<file path="config.mk">
export PLATFORM = sky130hd
export DESIGN_NAME = datapath_ctrl
export DESIGN_NICKNAME = d
export VERILOG_FILES = /design/src/rtl/datapath_ctrl_pkg.sv /design/src/rtl/datapath_ctrl_dec3.sv /design/src/rtl/datapath_ctrl.sv
export SDC_FILE = /design/constraint.sdc
export NUM_CORES = 1
export LEC_CHECK = 0
export ABC_AREA = 1
export ABC_CLOCK_PERIOD_IN_PS = 1600
export CELL_PAD_IN_SITES_DETAIL_PLACEMENT = 0
export CELL_PAD_IN_SITES_GLOBAL_PLACEMENT = 1
export CORE_UTILIZATION = 35
export CTS_CLUSTER_DIAMETER = 40
export CTS_CLUSTER_SIZE = 10
export DETAILED_ROUTE_END_ITERATION = 16
export PLACE_DENSITY_LB_ADDON = 0.1
export SETUP_SLACK_MARGIN = 0.1
export SYNTH_ARGS = -nofsm -noshare
export SYNTH_HDL_FRONTEND = slang
export SYNTH_SLANG_ARGS = --single-unit
</file>
<file path="constraint.sdc">
create_clock -name clock -period 1.6 [get_ports clock]
set_input_delay 0.24 -clock clock [delete_from_list [all_inputs] [get_ports clock]]
set_output_delay 0.24 -clock clock [all_outputs]
set_load 0.01 [all_outputs]
</file>
<file path="src/rtl/datapath_ctrl_pkg.sv">
// Shared types and constants for the bus datapath control FSM.
package datapath_ctrl_pkg;

  localparam int CW      = 16;
  localparam int G_IDX   = 8;
  localparam int A_IDX   = 9;
  localparam int EXT_IDX = 10;
  localparam int ISR_IDX = 11;

  localparam logic [1:0] OP_MV  = 2'b00;
  localparam logic [1:0] OP_MVI = 2'b01;
  localparam logic [1:0] OP_ADD = 2'b10;
  localparam logic [1:0] OP_XOR = 2'b11;

  typedef enum logic [2:0] {
    IDLE = 3'd0,
    T0   = 3'd1,
    T1   = 3'd2,
    T2   = 3'd3,
    T3   = 3'd4
  } state_t;

endpackage

</file>
<file path="src/rtl/datapath_ctrl_dec3.sv">
// 3-to-8 one-hot decoder for the X/Y register fields; purely combinational.
module datapath_ctrl_dec3 (
  input  logic [2:0] sel,
  output logic [7:0] onehot
);

  assign onehot = 8'b0000_0001 << sel;

endmodule

</file>
<file path="src/rtl/datapath_ctrl.sv">
// Multi-cycle control FSM: mv/mvi finish 2 cycles after accept, add/xor 4; run is ignored while busy.
// Optional perf outputs (instr_count, last_op) under DATAPATH_CTRL_PERF_EN.
module datapath_ctrl
  import datapath_ctrl_pkg::*;
(
  input  logic          clock,
  input  logic          reset,
  input  logic          run,
  input  logic [7:0]    instruction,
  output logic [CW-1:0] rout,
  output logic [CW-1:0] ren,
  output logic          addxor,
  output logic          busy,
  output logic          done,
  output logic [2:0]    state
`ifdef DATAPATH_CTRL_PERF_EN
  ,
  output logic [15:0]   instr_count,
  output logic [1:0]    last_op
`endif
);

  state_t     st;
  logic [7:0] ir;
  logic [7:0] xdec;
  logic [7:0] ydec;
  logic [1:0] op;

  assign op    = ir[7:6];
  assign state = st;

  datapath_ctrl_dec3 u_xdec (.sel(ir[5:3]), .onehot(xdec));
  datapath_ctrl_dec3 u_ydec (.sel(ir[2:0]), .onehot(ydec));

  // Outputs are loaded on the edge that enters a state, so they line up with it.
  always_ff @(posedge clock or posedge reset) begin
    if (reset) begin
      st     <= IDLE;
      ir     <= '0;
      rout   <= '0;
      ren    <= '0;
      addxor <= 1'b0;
      busy   <= 1'b0;
      done   <= 1'b0;
    end else begin
      rout   <= '0;
      ren    <= '0;
      addxor <= 1'b0;
      done   <= 1'b0;
      case (st)
        IDLE: begin
          if (run) begin
            ir           <= instruction;
            st           <= T0;
            busy         <= 1'b1;
            ren[ISR_IDX] <= 1'b1;
          end
        end
        T0: begin
          st        <= T1;
          ren[7:0]  <= xdec;
          done      <= (op == OP_MV) || (op == OP_MVI);
          if (op == OP_MV)
            rout[7:0] <= ydec;
          else if (op == OP_MVI)
            rout[EXT_IDX] <= 1'b1;
          else begin
            rout[7:0]  <= xdec;
            ren[7:0]   <= '0;
            ren[A_IDX] <= 1'b1;
          end
        end
        T1: begin
          if ((op == OP_MV) || (op == OP_MVI)) begin
            st   <= IDLE;
            busy <= 1'b0;
          end else begin
            st         <= T2;
            rout[7:0]  <= ydec;
            ren[G_IDX] <= 1'b1;
            addxor     <= op[0];
          end
        end
        T2: begin
          st          <= T3;
          rout[G_IDX] <= 1'b1;
          ren[7:0]    <= xdec;
          done        <= 1'b1;
        end
        T3: begin
          st   <= IDLE;
          busy <= 1'b0;
        end
        default: begin
          st   <= IDLE;
          busy <= 1'b0;
        end
      endcase
    end
  end

`ifdef DATAPATH_CTRL_PERF_EN
  always_ff @(posedge clock or posedge reset) begin
    if (reset) begin
      instr_count <= '0;
      last_op     <= '0;
    end else if (done) begin
      if (instr_count != 16'hFFFF)
        instr_count <= instr_count + 16'd1;
      last_op <= op;
    end
  end
`endif

endmodule

</file>
==> reports/qor.yml, run 1 <==
run_status: "finished clean"
drv.max_cap_violation_count: 0
holdWs_ns: 0.373
final_design_area_no_fill_sq_um: 2030
timing.setup.tns_ns: 0
drt_first_pass_iters: 4
dpl_worst_slack_ns: 0.310
yosys_register_bits: 35
count_of_mapped_cells_out_of_synthesis: 167
antenna_found_initial: 0
arrival_ns: 1.16
num-nets-final: 222
place_area_sq_um: 1940
grt_max_degree: 36
detailedRoute.firstIterationViolations: 68
clkTransAtPathRegs_ns: 0.07
clock_tree.htree_level_count: 2
layout_commonest_cell: "nand2_1"
critical_path_required_ns: 1.36
floorplan.die_area_sq_um: 4740
synth.cell_area_sq_um: 1560
ctsHoldBuffers: 0
critical_path_peak_fanout: 2
drive_gt1_frac: 0.129
r2r_cells: 6
antenna_cells_inserted: 0
leakage_nw: 1.01
met3_wirelength_um: 186
core_area_sq_um: 4140
critical_path_cell_by_cell: "clkdlybuf4s50_1"
seq_area_sq_um: 877
highest_layer: "met4"
vias: 1142
unique_cell_type_count_in_the_yosys_netlist: 24
timing.critical_path.to_type: "output pin"
row_count: 23
drt-wirelength-per-cell_um: 11.6
multi_input_area_sq_um: 528
clkSinkCount: 35
final_cell_mix: "nand2_1, clkdlybuf4s50_1, dfrtp_1"
dp_cells: 253
antenna_left: 0
layout_setup_ws_ns: 0.195
cts_root_buffer: "clkbuf_8"
crit_start: "state[0]"
port_buffers: 37
max-vdd-ir-drop_v: 0.000628
globalRoute.totalOverflow: 0
crit_path_max_incr_delay_ns: 0.54
viasPerCell: 4.39
post_route_fraction_of_the_period_consumed_by_the_critical_path: 0.878
cts_inserted_buffers: 5
hold_viol_final: 0
yosysWarningCount: 0
drcViolationCount: 0
fin_skew_ns: 0.00661
regToRegSetupSlack_ns: 0.30
cts_tree: "yes"
setup_viol: 0
grt_first_pass_wirelength_um: 5040
num-fill-cells: 402
initial_utilization: 0.377
critical_path.startpoint_type: "flip-flop"
crit-reg2reg-capture: "rout[4]"
area_grow_syn2layout_pct: 29.8
path_class: "reg -> out"
fmaxAchievable_mhz: 712
synth.avg_cell_area_sq_um: 9.37
finalWirelength_um: 3010
die_w_um: 68.8
layout_min_cycle_time_ns: 1.40
rr_startpoint: "state[0]"
timing_max_transition_violations_final: 0
met2_routed_wirelength_um: 1320
instances_no_fill: 260
first_global_vias: 1104
max-clock-path-buffers: 2
slowest_stage: "clkdlybuf4s50_1"
grt_usage: 0.152
gp_congestion: 0.762
grt_setup_unrepaired: "false"
min_path_type: "in -> async"
fp.dieH_um: 68.8
place_hpwl_um: 2200
timing.critical_path.buf_inv: 1
top_level_ports: 49
pwr_density_cell_nw_per_um2: 1650
synth_sequential_area_ratio: 0.560
clock_insertion_delay_worst_skew_ns: 0.29
detail_route.wirelength.met1_um: 1440
critical_path.top_delay_family: "buffers and inverters"
-- synthesized netlist by cell type --
master / number / area, sq um
o21ai_2: 8 / 70.1
nand2_1: 38 / 143
nand3_2: 1 / 10.0
buf_8: 1 / 15.0
inv_4: 1 / 6.26
nor2_2: 1 / 6.26
nand4_2: 1 / 12.5
inv_2: 2 / 7.51
o21ai_1: 1 / 5.00
o21ai_0: 1 / 5.00
buf_4: 11 / 82.6
nand2_2: 1 / 6.26
nand2_4: 1 / 11.3
inv_1: 23 / 86.3
o211ai_1: 1 / 7.51
dfrtp_1: 35 / 876
a21oi_4: 1 / 16.3
conb_1: 1 / 3.75
nand3b_1: 1 / 7.51
a21boi_0: 1 / 7.51
nor3_1: 15 / 75.1
nand3_1: 8 / 40.0
nor2_4: 2 / 22.5
nor2_1: 11 / 41.3
-- kinds of logic (layout without fill, tap and decap cells) --
kind of cell | Yosys count | after routing | synth area share
buf+inv | 38 | 71 | 0.126
flops | 35 | 35 | 0.560
other cells | 1 | 11 | 0.00240
compound gates | 13 | 13 | 0.0712
simple gates | 80 | 80 | 0.240
-- sequential cells by signal, indices dropped and copies added, names as in the netlist --
signal  flops
state       3
busy        1
addxor      1
ren        11
done        1
rout       10
ir          8
-- layout make-up --
| class | instances | area share |
|---|---|---|
| repair buffers | 39 | 0.192 |
| multi-input cells | 104 | 0.260 |
| well taps | 50 | 0.0308 |
| inverters | 26 | 0.0493 |
| flip-flops and latches | 35 | 0.432 |
| clock buffers | 6 | 0.0357 |
-- how the worst max path moves through the flow --
stage / to / slack, ns / cells past startpoint
after floorplan: ir[7] / 0.48 / 5
after global placement: ir[0] / 0.35 / 5
after detailed placement: ir[1] / 0.31 / 5
after CTS: state[1] / 0.09 / 1
after global routing: busy / 0.14 / 1
final: state[0] / 0.20 / 1
-- where the power goes --
group          total [mW]  internal [mW]  switching, mW
logic                1.44          0.598          0.844
clock network       0.574          0.290          0.285
registers            1.34           1.15          0.191
total                3.36           2.04           1.32
-- metal layers --
layer	vias to the layer above	global-route usage
met5	-	0
met4	0	0.0765
met3	7	0.0559
met2	35	0.235
met1	516	0.186
li1	584	-
-- timing repair --
action                     4_1_cts  5_1_grt
buffers inserted                 1        0
gates cloned                     0        0
setup endpoints to repair        2        2
resized for setup                1        2
-- metrics by stage --
stage / util / total power, mW
floorplan: - / 2.29
global placement: 0.469 / 2.76
detailed placement: 0.469 / 2.79
CTS: 0.489 / 3.40
global route: 0.490 / 3.64
finish: 0.490 / 3.36
Power figures use the tool's default switching activity.
==> run 2: changes to the inputs <==
- CORE_UTILIZATION: 35 -> 36
- CTS_CLUSTER_SIZE: 10 -> 16
- SKIP_LAST_GASP: not set -> 1
==> run 2 against run 1 <==
Net effect:
- count of clock-buffer cells in the layout grew 2
- final area grew 1.8%
- highest routed layer unchanged
- cell count grew 1.5%
- combinational power grew 3%
- die area shrank 2.7%
- critical path type unchanged
==> reports/qor.yml, run 2 (synthesized netlist as in run 1, its figures left out) <==
drt-wirelength-per-cell_um: 11.5
max-clock-path-buffers: 2
antenna_found_initial: 0
viasPerCell: 4.42
arrival_ns: 1.19
crit-reg2reg-capture: "rout[5]"
vias: 1168
post_cts_resized: 0
regToRegSetupSlack_ns: 0.29
switching_power_mw: 1.33
timing_max_transition_violations_final: 0
largest_reg_flops: 11
core_area_sq_um: 4090
met2_routed_wirelength_um: 1550
share_of_power_burned_in_the_clock_network: 0.196
highest_layer: "met4"
timing.setup.tns_ns: 0
grt_usage: 0.157
area_grow_syn2layout_pct: 32.2
totalPowerFinal_mw: 3.49
cts_tree: "yes"
drcViolationCount: 0
critical_path_peak_fanout: 2
first_global_vias: 1174
drt_first_pass_iters: 4
detailedRoute.firstIterationViolations: 44
fp.dieH_um: 67.9
clkTransAtPathRegs_ns: 0.07
min_path_type: "in -> async"
pwr_density_cell_nw_per_um2: 1690
timing.critical_path.buf_inv: 1
grt_setup_unrepaired: "false"
ctsHoldBuffers: 0
antenna_left: 0
dpl_worst_slack_ns: 0.306
cts_inserted_buffers: 5
post_route_fraction_of_the_period_consumed_by_the_critical_path: 0.897
critical_path.top_delay_family: "buffers and inverters"
largest_registers: "ren: 11 flops, rout: 10 flops, ir: 8 flops"
die_w_um: 67.9
rr_startpoint: "state[0]"
antenna_cells_inserted: 0
path_class: "reg -> out"
detail_route.wirelength.met1_um: 1270
seq_power_share: 0.380
cell_int_power_mw: 2.16
fmaxAchievable_mhz: 697
leakage_nw: 1.01
cts_setup_buffers: 3
switching_share: 0.381
clock_insertion_delay_worst_skew_ns: 0.28
final_cell_mix: "nand2_1, clkdlybuf4s50_1, dfrtp_1"
final_design_area_no_fill_sq_um: 2070
drive_gt1_frac: 0.140
registers.top_by_ff_count: "ren"
floorplan.die_area_sq_um: 4610
row_count: 23
finalWirelength_um: 3030
timing.critical_path.to_type: "output pin"
run_status: "finished clean"
initial_utilization: 0.383
critical_path.startpoint_type: "flip-flop"
num-nets-final: 224
clock_tree.htree_level_count: 2
gp_congestion: 0.805
grt_first_pass_wirelength_um: 5140
place_hpwl_um: 2280
globalRoute.totalOverflow: 0
setup_viol: 0
max-vdd-ir-drop_v: 0.000750
layout_min_cycle_time_ns: 1.43
hold_viol_final: 0
drv.max_cap_violation_count: 0
met3_wirelength_um: 140
fin_skew_ns: 0.00411
layout_setup_ws_ns: 0.165
layout_commonest_cell: "nand2_1"
critical_path_required_ns: 1.36
comb_power_share: 0.424
place_area_sq_um: 1940
port_buffers: 37
top_level_ports: 49
clkSinkCount: 35
critical_path_cell_by_cell: "clkdlybuf4s50_1"
cts_root_buffer: "clkbuf_8"
grt_max_degree: 36
slowest_stage: "clkdlybuf4s50_1"
crit_path_max_incr_delay_ns: 0.55
r2r_cells: 6
-- run 2: cell types whose count changed in the layout (fill, tap and decap cells not counted) --
cell,previous run,this run
buf_4,2,4
dfrtp_2,1,0
dlymetal6s2s_1,2,0
clkbuf_8,5,7
clkdlybuf4s50_1,35,37
dfrtp_1,34,35
-- run 2: area by class of cell --
type,instances,area [sq um]
fill,410,2020
sequential,35,876
multi-input combinational,104,528
timing repair buffer,41,400
clock buffer,8,100
inverter,26,100
tap,50,62.6
-- run 2: metrics by stage --
stage          hold WS [ns]  utilization  std cells
2_1_floorplan         0.349            -        177
3_3_place_gp          0.473        0.476        253
3_5_place_dp          0.474        0.476        253
4_1_cts               0.360        0.506        264
5_1_grt               0.401        0.506        264
6_report              0.344        0.506        264
-- run 2: power groups by stage --
stage / sequential, mW / clock (mW) / combinational, mW
2_1_floorplan: 1.42 / 0 / 0.865
3_3_place_gp: 1.36 / 0 / 1.40
3_5_place_dp: 1.37 / 0 / 1.42
4_1_cts: 1.32 / 0.712 / 1.50
5_1_grt: 1.36 / 0.759 / 1.66
6_report: 1.33 / 0.683 / 1.48
-- run 2: layer usage --
layer  GRT usage  up-vias
li1            -      590
met1       0.173      532
met2       0.266       38
met3      0.0533        8
met4      0.0807        0
met5           0        -
-- run 2: worst max path at each step --
| stage | from | depth (start not counted) | slack [ns] | endpoint |
|---|---|---|---|---|
| global route | state[1] | 1 | 0.12 | state[1] |
| floorplan | state[1] | 5 | 0.48 | ir[7] |
| CTS | state[2] | 1 | 0.16 | state[2] |
| global placement | run | 5 | 0.35 | ir[1] |
| detailed placement | run | 5 | 0.31 | ir[2] |
| finish | state[2] | 1 | 0.17 | state[2] |
